## src/rtl/srambank_pkg.sv

```systemverilog
// srambank_pkg
//   Shared constants and the request record for the srambank request
//   controller slice. Default sizes match one srambank_64x4x20_6t122 bank:
//   256 words of 20 bits, two response FIFO entries.
package srambank_pkg;

   localparam int SRB_AW         = 8;
   localparam int SRB_DW         = 20;
   localparam int SRB_RESP_DEPTH = 2;

   // One request beat as seen on the request channel.
   typedef struct packed {
      logic              write;
      logic [SRB_AW-1:0] addr;
      logic [SRB_DW-1:0] wdata;
   } srb_req_t;

   // Width of a counter that must hold 0..depth inclusive.
   function automatic int srb_cnt_w(input int depth);
      return $clog2(depth) + 1;
   endfunction

endpackage

```

## src/rtl/srambank_req_ctrl_if.sv

```systemverilog
// srambank_req_ctrl_if
//   Request/response channel between a requester (master) and the
//   srambank request controller (slave).
//   Request : req_valid, req_ready, req_write, req_addr, req_wdata
//   Response: resp_valid, resp_ready, resp_data (read data, oldest first)
interface srambank_req_ctrl_if
   import srambank_pkg::*;
#(
   parameter int AW = SRB_AW,
   parameter int DW = SRB_DW
) ();

   logic          req_valid;
   logic          req_ready;
   logic          req_write;
   logic [AW-1:0] req_addr;
   logic [DW-1:0] req_wdata;
   logic          resp_valid;
   logic          resp_ready;
   logic [DW-1:0] resp_data;

   modport master (
      output req_valid, req_write, req_addr, req_wdata, resp_ready,
      input  req_ready, resp_valid, resp_data
   );

   modport slave (
      input  req_valid, req_write, req_addr, req_wdata, resp_ready,
      output req_ready, resp_valid, resp_data
   );

endinterface

```

## src/rtl/srambank_resp_fifo.sv

```systemverilog
// srambank_resp_fifo
//   Circular response buffer with registered storage and no bypass: a
//   pushed word is visible at the output from the cycle after the push.
//   Pointers wrap modulo DEPTH, so non-power-of-two depths work.
//   Ports: clk, reset (async, active-high), push_i/push_data_i,
//          pop_i (only when valid_o), valid_o, pop_data_o, count_o.
module srambank_resp_fifo
   import srambank_pkg::*;
#(
   parameter int DW    = SRB_DW,
   parameter int DEPTH = SRB_RESP_DEPTH,
   localparam int PW   = $clog2(DEPTH),
   localparam int CW   = srb_cnt_w(DEPTH)
) (
   input  logic          clk,
   input  logic          reset,
   input  logic          push_i,
   input  logic [DW-1:0] push_data_i,
   input  logic          pop_i,
   output logic          valid_o,
   output logic [DW-1:0] pop_data_o,
   output logic [CW-1:0] count_o
);

   logic [DW-1:0] mem_q [DEPTH];
   logic [PW-1:0] wptr_q, wptr_d;
   logic [PW-1:0] rptr_q, rptr_d;
   logic [CW-1:0] count_q, count_d;

   function automatic logic [PW-1:0] ptr_inc(input logic [PW-1:0] p);
      return (p == PW'(DEPTH - 1)) ? '0 : p + PW'(1);
   endfunction

   always_comb begin
      wptr_d  = wptr_q;
      rptr_d  = rptr_q;
      count_d = count_q;
      if (push_i) wptr_d = ptr_inc(wptr_q);
      if (pop_i)  rptr_d = ptr_inc(rptr_q);
      // Simultaneous push and pop leaves the occupancy unchanged.
      case ({push_i, pop_i})
         2'b10:   count_d = count_q + CW'(1);
         2'b01:   count_d = count_q - CW'(1);
         default: count_d = count_q;
      endcase
   end

   always_ff @(posedge clk or posedge reset) begin
      if (reset) begin
         wptr_q  <= '0;
         rptr_q  <= '0;
         count_q <= '0;
         for (int i = 0; i < DEPTH; i++) mem_q[i] <= '0;
      end else begin
         wptr_q  <= wptr_d;
         rptr_q  <= rptr_d;
         count_q <= count_d;
         if (push_i) mem_q[wptr_q] <= push_data_i;
      end
   end

   assign valid_o    = (count_q != '0);
   assign pop_data_o = mem_q[rptr_q];
   assign count_o    = count_q;

endmodule

```

## src/rtl/srambank_req_ctrl.sv

```systemverilog
// srambank_req_ctrl
//   Front-end for one srambank_64x4x20_6t122 bank. Turns a valid/ready
//   request stream into single-cycle banksel/read/write strobes, captures
//   the bank's latched dataout one cycle after each read and returns it
//   through a credit-protected response FIFO. Writes return nothing.
//   Ports: clk, reset (async, active-high), bus (request/response slave),
//          ADDRESS/wd/banksel/read/write to the bank, dataout from it.
module srambank_req_ctrl
   import srambank_pkg::*;
#(
   parameter int AW         = SRB_AW,
   parameter int DW         = SRB_DW,
   parameter int RESP_DEPTH = SRB_RESP_DEPTH,
   localparam int CW        = srb_cnt_w(RESP_DEPTH)
) (
   input  logic                clk,
   input  logic                reset,
   srambank_req_ctrl_if.slave  bus,
   output logic [AW-1:0]       ADDRESS,
   output logic [DW-1:0]       wd,
   output logic                banksel,
   output logic                read,
   output logic                write,
   input  logic [DW-1:0]       dataout
);

   localparam logic [CW:0] DEPTH_C = (CW+1)'(RESP_DEPTH);

   logic          inflight_q, inflight_d;
   logic          accept;
   logic          pop;
   logic [CW-1:0] count;
   logic [CW:0]   used;

   // A read needs a slot reserved for its data: queued entries plus the
   // one possibly still in the bank. Only registered state feeds this, so
   // resp_ready never reaches req_ready combinationally.
   assign used          = {1'b0, count} + (CW+1)'(inflight_q);
   assign bus.req_ready = ~reset & (bus.req_write | (used < DEPTH_C));
   assign accept        = bus.req_valid & bus.req_ready;

   assign ADDRESS = bus.req_addr;
   assign wd      = bus.req_wdata;
   assign banksel = accept;
   assign write   = accept & bus.req_write;
   assign read    = accept & ~bus.req_write;

   // The bank latches dataout on the accepting edge; it is ours to
   // capture on the following edge.
   assign inflight_d = read;

   always_ff @(posedge clk or posedge reset) begin
      if (reset) inflight_q <= 1'b0;
      else       inflight_q <= inflight_d;
   end

   assign pop = bus.resp_valid & bus.resp_ready;

   srambank_resp_fifo #(
      .DW    (DW),
      .DEPTH (RESP_DEPTH)
   ) u_fifo (
      .clk         (clk),
      .reset       (reset),
      .push_i      (inflight_q),
      .push_data_i (dataout),
      .pop_i       (pop),
      .valid_o     (bus.resp_valid),
      .pop_data_o  (bus.resp_data),
      .count_o     (count)
   );

endmodule

```

## src/flat_wrapper.sv

```systemverilog
// flat-port wrapper written by rule: the top's interface ports become plain ports
module srambank_req_ctrl_flat import srambank_pkg::*;
#(
   parameter int AW         = SRB_AW,
   parameter int DW         = SRB_DW,
   parameter int RESP_DEPTH = SRB_RESP_DEPTH,
   localparam int CW        = srb_cnt_w(RESP_DEPTH)
)
  (clk, reset, ADDRESS, wd, banksel, read, write, dataout, bus_req_valid, bus_req_write, bus_req_addr, bus_req_wdata, bus_resp_ready, bus_req_ready, bus_resp_valid, bus_resp_data);
  srambank_req_ctrl_if #(.AW(AW), .DW(DW)) bus_i ();
  input  logic clk;
  input  logic reset;
  output logic [AW-1:0] ADDRESS;
  output logic [DW-1:0] wd;
  output logic banksel;
  output logic read;
  output logic write;
  input  logic [DW-1:0] dataout;
  input wire logic [$bits(bus_i.req_valid)-1:0] bus_req_valid;
  input wire logic [$bits(bus_i.req_write)-1:0] bus_req_write;
  input wire logic [$bits(bus_i.req_addr)-1:0] bus_req_addr;
  input wire logic [$bits(bus_i.req_wdata)-1:0] bus_req_wdata;
  input wire logic [$bits(bus_i.resp_ready)-1:0] bus_resp_ready;
  output wire logic [$bits(bus_i.req_ready)-1:0] bus_req_ready;
  output wire logic [$bits(bus_i.resp_valid)-1:0] bus_resp_valid;
  output wire logic [$bits(bus_i.resp_data)-1:0] bus_resp_data;
  assign bus_i.req_valid = bus_req_valid;
  assign bus_i.req_write = bus_req_write;
  assign bus_i.req_addr = bus_req_addr;
  assign bus_i.req_wdata = bus_req_wdata;
  assign bus_i.resp_ready = bus_resp_ready;
  assign bus_req_ready = bus_i.req_ready;
  assign bus_resp_valid = bus_i.resp_valid;
  assign bus_resp_data = bus_i.resp_data;
  srambank_req_ctrl #(.AW(AW), .DW(DW), .RESP_DEPTH(RESP_DEPTH)) u_core (.clk(clk), .reset(reset), .bus(bus_i), .ADDRESS(ADDRESS), .wd(wd), .banksel(banksel), .read(read), .write(write), .dataout(dataout));
endmodule
```

## config.mk

```make
export PLATFORM = sky130hd
export DESIGN_NAME = srambank_req_ctrl_flat
export DESIGN_NICKNAME = d
export VERILOG_FILES = /design/src/rtl/srambank_pkg.sv /design/src/rtl/srambank_req_ctrl_if.sv /design/src/rtl/srambank_resp_fifo.sv /design/src/rtl/srambank_req_ctrl.sv /design/src/flat_wrapper.sv
export SDC_FILE = /design/constraint.sdc
export NUM_CORES = 1
export LEC_CHECK = 0
export ABC_AREA = 1
export CORE_MARGIN = 1
export CORE_UTILIZATION = 45
export CTS_CLUSTER_SIZE = 20
export DETAILED_ROUTE_END_ITERATION = 6
export PLACE_DENSITY = 0.95
export SLEW_MARGIN = 40
export SYNTH_ARGS = -nofsm -noshare
export SYNTH_HDL_FRONTEND = slang
export SYNTH_SLANG_ARGS = --single-unit
```

## constraint.sdc

```tcl
create_clock -name clk -period 2.5 [get_ports clk]
set_clock_uncertainty 0.1 [all_clocks]
set_input_delay 0.25 -clock clk [delete_from_list [all_inputs] [get_ports clk]]
set_output_delay 0.25 -clock clk [all_outputs]
set_load 0.05 [all_outputs]
```

# After elaboration in Yosys (flattened, before gate mapping)
# Index checks and enable logic that the tools add are counted.
[totals]
regBits = 45
inputBits = 53
out_inout_bits = 53
word_cells = 39
[classes]
n_addsub = 5
n_lt_le_gt_ge = 4
eq_ne = 2
muxes = 9
bitwise = 10
reduce_logical = 3
[ops]
columns = ["operator", "n"]
rows = [
  ["20-bit 2-to-1 mux", 4],
  ["40-bit bitwise mux", 1],
  ["20-bit demux with 1-bit select", 1],
  ["1-bit AND", 5],
  ["2-bit greater-or-equal comparator (second input constant)", 2],
  ["1-bit inverter with 2-bit output", 2],
  ["2-bit case mux with 2 select lines", 1],
  ["2-bit nonzero test", 2],
  ["2-bit by 1-bit adder with 3-bit output", 1],
  ["3-bit by 2-bit < comparator with 1-bit output (second input constant)", 1],
  ["1-bit adder (second input constant)", 2],
  ["2-bit by 1-bit adder with 2-bit output (second input constant)", 1],
  ["2-bit by 1-bit equality test with 1-bit output (second input constant)", 1],
  ["2-bit equality test (second input constant)", 1],
  ["2-bit by 1-bit < comparator with 1-bit output (second input constant)", 1],
  ["1-bit 2-to-1 mux", 2],
  ["1-bit inverter", 2],
  ["2-bit by 1-bit subtractor with 2-bit output (second input constant)", 1],
  ["1-bit logical AND", 1],
  ["1-bit bitwise OR", 1],
]

# Longest topological paths before layout
# Gate-level depths: netlist of run 1.
[logic_depth]
depth_word = 6
mapped_depth = 9
ltp_nobuf = 8

# Cells and area by module
# A second synthesis of run 1 with hierarchy kept.
[unflattened]
hier_cells = 283
area_unflattened_um2 = 2347.3
[modules_own_cells]
columns = ["module", "instances", "cells_each", "area_each_um2"]
rows = [
  ["srambank_resp_fifo", 1, 237, 2038.2],
  ["srambank_req_ctrl", 1, 46, 309.0],
]

# Worst setup path after synthesis of run 1
# Ideal clock, no wire load.
[synth_timing]
path_kind = "in2out"
from = "input port reset"
to = "output port banksel"
arrival_time_ns = 2.093
setup_slack_ns = 0.057
cell_stages = 3
n_path_buf = 0
path_cell_list = "inv_1 -> nand2_1 -> nor2_1"
[synth_between]
elab_chain_cells = 3
[synth_rtl]
columns = ["element", "line_no", "text"]
rows = [
  ["from (decl)", "flat_wrapper.sv:12", "input logic reset;"],
  ["1-bit inverter", "srambank_req_ctrl.sv:39", "assign bus.req_ready = ~reset & (bus.req_write | (used < DEPTH_C));"],
  ["1-bit AND", "srambank_req_ctrl.sv:39", ""],
  ["1-bit AND", "srambank_req_ctrl.sv:40", "assign accept = bus.req_valid & bus.req_ready;"],
  ["to (decl)", "flat_wrapper.sv:15", "output logic banksel;"],
]
# Every way passes these cells.

# Worst setup path after layout of run 1
[layout_timing]
from = "register u_core.u_fifo.count_q[0], in the netlist u_core.u_fifo.count_o[0]"
to = "output port bus_resp_valid"
[layout_between]
elab_chain_cells = 1
[layout_rtl]
columns = ["element", "line_no", "text"]
rows = [
  ["from (decl)", "srambank_resp_fifo.sv:28", "logic [CW-1:0] count_q, count_d;"],
  ["from (signal assigned)", "srambank_resp_fifo.sv:57", "count_q <= count_d;"],
  ["2-bit nonzero test", "srambank_resp_fifo.sv:62", "assign valid_o = (count_q != '0);"],
  ["to (decl)", "flat_wrapper.sv:25", "output wire logic [$bits(bus_i.resp_valid)-1:0] bus_resp_valid;"],
]
# Every way passes these cells.

==> metrics, run 1 <==
status finished, final reports clean; vias 1724; vias per cell 4.66; Post-CTS Setup Bufs 0; Post-synth EDFFs 0; Rows 25; cells on worst reg2reg path 7; Placement Setup Slack 798 ps; Slew headroom 52.2%; placed cell area 0.00262 mm2; Yosys reg bits 45; Clock Sinks 45; Detail Route Antenna Nets 0; CTS Buffer Depth 2; area leader, netlist dfrtp_1; CTS tree yes; Post-synth ARST share 100%; power per cell area 1520 mW/mm2; DIE WIDTH 73.8 um; VDD IR max 0.000957 V; Cell Count, Final, Fillers Out 370; setup ws final 491 ps; Worst Path Arrival 1660 ps; Num CTS Buffers 5; part of the cycle the worst path needs 80.3%; nets 357; # setup viols final 0; Initial DRT Pass Iterations 4; static leakage 1.46 nW; max cap viols 0; total power 4.13 mW; Post-DP HPWL 3040 um; max-slew violation count 0; placed instance count 363; Final Hold Vio Count 0; synth cell count leaders 111 x nand2_1, 45 x dfrtp_1, 33 x inv_1; Req. time, crit path 2150 ps; DRC 0; IO buf count 49; Initial DRC Count 104; Final Instance Area 0.00271 mm2; n_diodes 0; Post-synth top flop dfrtp_1; Worst setup SP type register; share of cells above drive strength 1 19.1%; worst-path maximum fanout 7; most numerous cell in the Yosys netlist nand2_1; CP endpoint kind output pin; DRT Wirelength 4290 um; min Tclk post-route 2010 ps; hold buffer count at CTS 0; Final GP Congestion 0.786; root buffer cell clkbuf_8; Post-Syn Nets 338; Util after Layout 55.9%; f_max 498 MHz; warning count from the yosys run 0; Post-Syn Area 0.00232 mm2; critical path class register to output pin; clock slew at reported path FFs 70 ps; top post-synthesis cells by area dfrtp_1 48%, nand2_1 18%, buf_4 9.1%; Area growth syn-to-layout 16.7%; initial antenna violation count 0; r2r setup slk 840 ps; Hold Path Class input port to asynchronous set/reset pin; die area 0.00545 mm2; H-tree depth 2; Avg Inst Size Synth 8.18 um2; Yosys top cell area share 48.5%; DR WL/cell 11.6 um; vias in the first global route 1530; unrepaired setup endpoints after global routing false; Hold Slack 237 ps; Synth Instances 284; Initial Util 47.9%; Core Area 0.00485 mm2; Post-CTS Resized 0; largest net degree at the start of global routing 26; measured slew at the worst slew-check pin 716 ps; Worst-Skew Late Latency 290 ps; Top Ports 106; post-synthesis cell type count 17; Die Height 73.8 um; Tot GR Track Use 17.9%; Setup TNS Final 0 ps; sequential share of the synthesized area 48.5%; first-pass GRT wire length 7170 um; Overflow after GRT 0
-- cells by family (layout without fill, tap and decap cells) --
| kind of cell | after synthesis | after routing | share of synthesized area [%] |
|---|---|---|---|
| buffers and inverters | 76 | 95 | 18.4 |
| xor gates and xnor gates | 2 | 2 | 0.754 |
| AOI/OAI and AO/OA | 42 | 42 | 12.3 |
| DFF | 45 | 45 | 48.5 |
| adders and majority gates | 1 | 1 | 0.539 |
| and+or+nand+nor | 118 | 118 | 19.5 |
-- flip-flops by register name, indices dropped and copies added (netlist names) --
signal	cells
u_core.u_fifo.mem_q	40
u_core.u_fifo.wptr_q	1
u_core.u_fifo.rptr_q	1
u_core.u_fifo.count_o	2
u_core.inflight_q	1
-- cells in the final DEF, fill, tap and decap left out, drive strengths merged --
| cell type | instances |
|---|---|
| dfrtp | 45 |
| inv | 34 |
| clkdlybuf4s50 | 25 |
| clkbuf | 7 |
| xor2 | 1 |
| ha | 1 |
| or2 | 1 |
| buf | 29 |
| xnor2 | 1 |
| nand4 | 2 |
| o21ai | 41 |
| nand2 | 111 |
| nand3 | 2 |
| nor2 | 2 |
| a21oi | 1 |
-- layout make-up --
cell class                 count  area [um2]
tap                           67        83.8
clock buffer                   7        86.3
multi-input combinational    163         768
sequential                    45        1130
inverter                      34         128
timing repair buffer          54         518
fill                         426        2140
-- layer usage --
metal / GRT usage [%] / vias up / routed length (um)
li1: - / 868 / -
met1: 22.1 / 785 / 1800
met2: 27.6 / 48 / 2070
met3: 5.49 / 23 / 237
met4: 10.9 / 0 / 182
met5: 0 / - / 0
-- power by group --
| part | internal, mW | total [mW] | switching [mW] |
|---|---|---|---|
| clock | 0.219 | 0.444 | 0.225 |
| sequential | 1.09 | 1.30 | 0.207 |
| combinational | 0.750 | 2.38 | 1.63 |
-- path summary, 6_finish.rpt --
kind | from | to
setup / recovery | u_core.u_fifo.count_o[0] | bus_resp_valid
hold / removal | reset | u_core.u_fifo.mem_q[1]
setup reg to reg | u_core.u_fifo.count_o[0] | u_core.u_fifo.count_o[1]
hold reg to reg | u_core.u_fifo.mem_q[22] | u_core.u_fifo.mem_q[22]
max in group asynchronous | reset | u_core.u_fifo.mem_q[17]
min in group clk | u_core.u_fifo.mem_q[22] | u_core.u_fifo.mem_q[22]
-- critical path: stages, from the launching register on --
cell and delay (ps):
dfrtp_1 470, nor2_1 60, inv_1 50, clkdlybuf4s50_1 790
Power figures use the tool's default switching activity.
==> run 2, diff against run 1 <==
Settings changed: CORE_UTILIZATION 45 to 38, PLACE_DENSITY 0.95 to 0.88.
Clock period 2.5 ns to 1.7 ns, I/O delays scaled along.
==> metrics, run 2 (synthesis results as in run 1) <==
unrepaired setup endpoints after global routing false; Biggest register u_core.u_fifo.mem_q; DR WL met3 243 um (+2.5%); hold buffer count at CTS 0 (unchanged); f_max 628 MHz; part of the cycle the worst path needs 93.6%; CTS tree yes; Initial DRT Pass Iterations 4 (unchanged); measured slew at the worst slew-check pin 550 ps (-166 ps); # setup viols final 0 (unchanged); Worst setup SP type register; Slew headroom 63.3% (+11 points); Overflow after GRT 0 (unchanged); VDD IR max 0.00110 V (+15%); Hold EP wd[12]; DR WL/cell 11.7 um (+0.63%); Post-CTS Setup Bufs 0 (unchanged); WL met1 1980 um (+10%); DR top layer met4; met2 wire length 2130 um (+2.9%); Hold Path Class input port to output pin; fill count 612 (+44%); Final GP Congestion 0.748 (-4.8%); first-pass GRT wire length 7490 um (+4.5%); Core Area 0.00592 mm2 (+22%); worst reg2reg path startpoint u_core.u_fifo.count_o[1]; vias 1747 (+1.3%); IO buf count 49 (unchanged); nets 361 (+1.1%); placed cell area 0.00264 mm2 (+0.72%); max-slew violation count 0 (unchanged); largest net degree at the start of global routing 46 (+77%); Initial Util 39.2% (-8.7 points); Tot GR Track Use 15.2% (-2.8 points); worst-path maximum fanout 6 (-1); die area 0.00643 mm2 (+18%); hold depth 0; static leakage 1.47 nW (+0.93%); status finished, final reports clean; HP Start bus_req_wdata[12]; Setup TNS Final 0 ps (unchanged); clock slew at reported path FFs 70 ps (about the same); Clock Sinks 45 (unchanged); max reg flops 40 (unchanged); r2r setup slk 190 ps (-650 ps); DRC 0 (unchanged); Hold Slack 240 ps (+2.58 ps); share of cells above drive strength 1 20.8% (+1.7 points); max cap viols 0 (unchanged); Rows 28 (+12%); n_diodes 0 (unchanged); Final Hold Vio Count 0 (unchanged); power per cell area 2240 mW/mm2 (+47%); Initial DRC Count 93 (-11%); Worst Path Arrival 1320 ps (-340 ps); H-tree depth 2 (unchanged); Area growth syn-to-layout 17.7%; Req. time, crit path 1430 ps (-720 ps); vias per cell 4.57 (-1.8%); CP endpoint kind output pin; Detail Route Antenna Nets 0 (unchanged); min Tclk post-route 1590 ps; Post-DP HPWL 3220 um (+5.8%); setup ws final 108 ps (-383 ps); Num CTS Buffers 5 (unchanged); Placement Setup Slack 93.6 ps (-704 ps); Final Instance Area 0.00273 mm2 (+0.83%); Die Height 80.2 um (+8.6%); most frequent cells in the layout 111 x nand2_1, 45 x dfrtp_1, 32 x inv_1; Top Ports 106 (unchanged); Worst-Skew Late Latency 290 ps (about the same); vias in the first global route 1704 (+11%); Util after Layout 46.2% (-9.7 points); r2r endpoint u_core.u_fifo.count_o[1]; commonest non-fill, non-tap cell in the layout nand2_1; cells on worst reg2reg path 7 (unchanged); DRT Wirelength 4460 um (+3.9%); root buffer cell clkbuf_8; critical path class register to output pin; DIE WIDTH 80.2 um (+8.6%); CTS Buffer Depth 2 (unchanged); initial antenna violation count 0 (unchanged)
[run 2: power by group]
group	internal [mW]	total (mW)	switching (mW)	leakage [nW]
Sequential	1.60	1.89	0.289	0.539
Combinational	1.18	3.60	2.42	0.885
Clock	0.322	0.643	0.320	0.0443
[run 2: critical path: stages, from the launching register on]
cell	delay, ps
dfrtp_1	380
buf_4	160
a21oi_1	160
nand4_1	90
inv_1	100
buf_6	160
[run 2: cell type report]
cell class,instances,area [um2],share of cell area [%]
Inverter,34,131,4.81
Tap cell,75,93.8,3.43
Sequential cell,45,1130,41.2
Clock buffer,7,86.3,3.16
Timing Repair Buffer,58,524,19.2
Multi-Input combinational cell,163,771,28.2
[run 2: routing by layer]
| layer | vias up | global-route usage (%) |
|---|---|---|
| met5 | - | 0 |
| met4 | 0 | 7.50 |
| met3 | 16 | 3.07 |
| met2 | 50 | 24.8 |
| met1 | 802 | 19.1 |
| li1 | 879 | - |
[run 2: worst max-delay path by stage]
stage,start,end,slack (ps),cells after the start
floorplan,reset,u_core.inflight_q,40,3
global route,u_core.u_fifo.rptr_q,bus_resp_data[6],10,5
CTS,u_core.u_fifo.count_o[0],read,70,5
finish,u_core.u_fifo.count_o[0],read,110,5
global placement,bus_resp_ready,u_core.u_fifo.count_o[1],150,8
detailed placement,bus_resp_ready,u_core.u_fifo.count_o[1],90,8
[run 2: timing repair]
action                                  4_1_cts  5_1_grt
gates resized for setup                       0        2
endpoints found under the hold margin         0        0
endpoints found under the setup margin        0        1
[run 2: metrics by stage]
stage | instances | total power [mW]
4_1_cts | 382 | 6.21
3_5_place_dp | 375 | 5.55
3_3_place_gp | 375 | 5.44
6_report | 382 | 6.13
2_1_floorplan | 284 | 4.62
5_1_grt | 382 | 6.57
==> run 3, diff against run 2 <==
Settings changed: CORE_UTILIZATION 38 to 42, PLACE_DENSITY 0.88 to 0.92.
Clock period 1.7 ns to 1.65 ns, I/O delays scaled along.
==> metrics, run 3 (synthesis results as in run 1) <==
root buffer cell clkbuf_8; Biggest register u_core.u_fifo.mem_q; Area growth syn-to-layout 19.3%; DRT Wirelength 4270 um (-4.1%); # setup viols final 0 (unchanged); clock slew at reported path FFs 80 ps (about the same); Hold Slack 230 ps (-10.0 ps); Overflow after GRT 0 (unchanged); power per cell area 2310 mW/mm2 (+3.0%); critical path class register to output pin; Initial Util 44.6% (+5.4 points); n_diodes 0 (unchanged); static leakage 1.48 nW (+0.66%); share of cells above drive strength 1 23.9% (+3.0 points); Initial DRT Pass Iterations 7 (+3); vias per cell 4.67 (+2.2%); max-slew violation count 0 (unchanged); largest net degree at the start of global routing 46 (unchanged); IO buf count 49 (unchanged); hold buffer count at CTS 0 (unchanged); measured slew at the worst slew-check pin 564 ps (+14.4 ps); Rows 26 (-7.1%); commonest non-fill, non-tap cell in the layout nand2_1; most frequent cells in the layout 109 x nand2_1, 45 x dfrtp_1, 30 x inv_1; Core Area 0.00520 mm2 (-12%); min Tclk post-route 1600 ps; unrepaired setup endpoints after global routing true; Num CTS Buffers 5 (unchanged); die area 0.00583 mm2 (-9.3%); fill count 493 (-19%); Worst Path Arrival 1330 ps (about the same); CTS Buffer Depth 2 (unchanged); Hold Path Class input port to output pin; Req. time, crit path 1380 ps (-50 ps); nets 363 (+0.55%); status finished, violations left; CTS tree yes; first-pass GRT wire length 7540 um (+0.64%); VDD IR max 0.00169 V (+54%); total power 6.40 mW (+4.4%); max cap viols 0 (unchanged); Top Ports 106 (unchanged); Clock Sinks 45 (unchanged); Worst-Skew Late Latency 290 ps (about the same); DRC 3 (+3); Post-DP HPWL 2940 um (-8.7%); max reg flops 40 (unchanged); Slew headroom 62.4% (-0.96 points); Final GP Congestion 0.653 (-13%); H-tree depth 2 (unchanged); worst-path maximum fanout 5 (-1); CP endpoint kind output pin; part of the cycle the worst path needs 96.7%; Worst setup SP type register; Initial DRC Count 81 (-13%); Die Height 76.4 um (-4.8%); Final Hold Vio Count 0 (unchanged); f_max 627 MHz; Tot GR Track Use 16.2% (+1.0 points); failing checks design-rule violations; initial antenna violation count 0 (unchanged); vias 1776 (+1.7%); DR WL/cell 11.2 um (-3.6%); DIE WIDTH 76.4 um (-4.8%); vias in the first global route 1705 (+0.059%); Detail Route Antenna Nets 0 (unchanged)
[run 3: path summary, 6_finish.rpt]
path                                          start                       end  slack [ps]  cells after the start
min in group asynchronous                     reset  u_core.u_fifo.count_o[0]         350                      3
max reg2reg                u_core.u_fifo.count_o[1]  u_core.u_fifo.count_o[1]         150                      7
min reg2reg                 u_core.u_fifo.mem_q[25]   u_core.u_fifo.mem_q[25]         380                      2
max                        u_core.u_fifo.count_o[0]                   banksel          50                      7
max in group asynchronous                     reset    u_core.u_fifo.mem_q[4]         720                      3
min                                 bus_req_addr[3]                ADDRESS[3]         230                      0
[run 3: where the power goes]
part / switching [mW] / leakage, nW / internal (mW)
clock: 0.358 / 0.0439 / 0.292
combinational: 2.52 / 0.895 / 1.27
sequential: 0.312 / 0.539 / 1.65
[run 3: cell type report]
cell class	instances	area (um2)	area share, %
clock buffers	5	68.8	2.48
clock inverters	3	17.5	0.632
inverters	34	134	4.83
multi-input cells	163	783	28.3
flip-flops and latches	45	1130	40.7
well taps	70	87.6	3.16
repair buffers	60	553	20.0
[run 3: what timing repair did]
item                                    4_1_cts  5_1_grt
pin swaps                                     0        2
endpoints found under the setup margin       15       11
buffers inserted                              0        2
resized for setup                             1       15
[run 3: stage by stage]
step	setup WS [ps]	cells	setup TNS (ps)	utilization, %	cell area, um2
3_5_place_dp	22.3	370	0	50.4	2620
4_1_cts	4.18	378	0	52.1	2710
2_1_floorplan	11.1	284	0	-	2330
5_1_grt	-23.4	380	-42.0	53.2	2770
6_report	54.3	380	0	53.2	2770
3_3_place_gp	123	370	0	50.4	2620
[run 3: critical path: stages (launching register included)]
cell,delay [ps]
dfrtp_1,400
buf_6,140
nand2_2,50
nand2_1,40
nand2_1,60
nand2_2,60
nor2_2,120
buf_6,160
[run 3: per-layer routing]
metal	track usage [%]	part of all wire [%]	wire [um]
met1	19.5	42	1810
met2	27.9	50	2130
met3	4.07	5.8	249
met4	5.96	1.8	77
met5	0	0	0
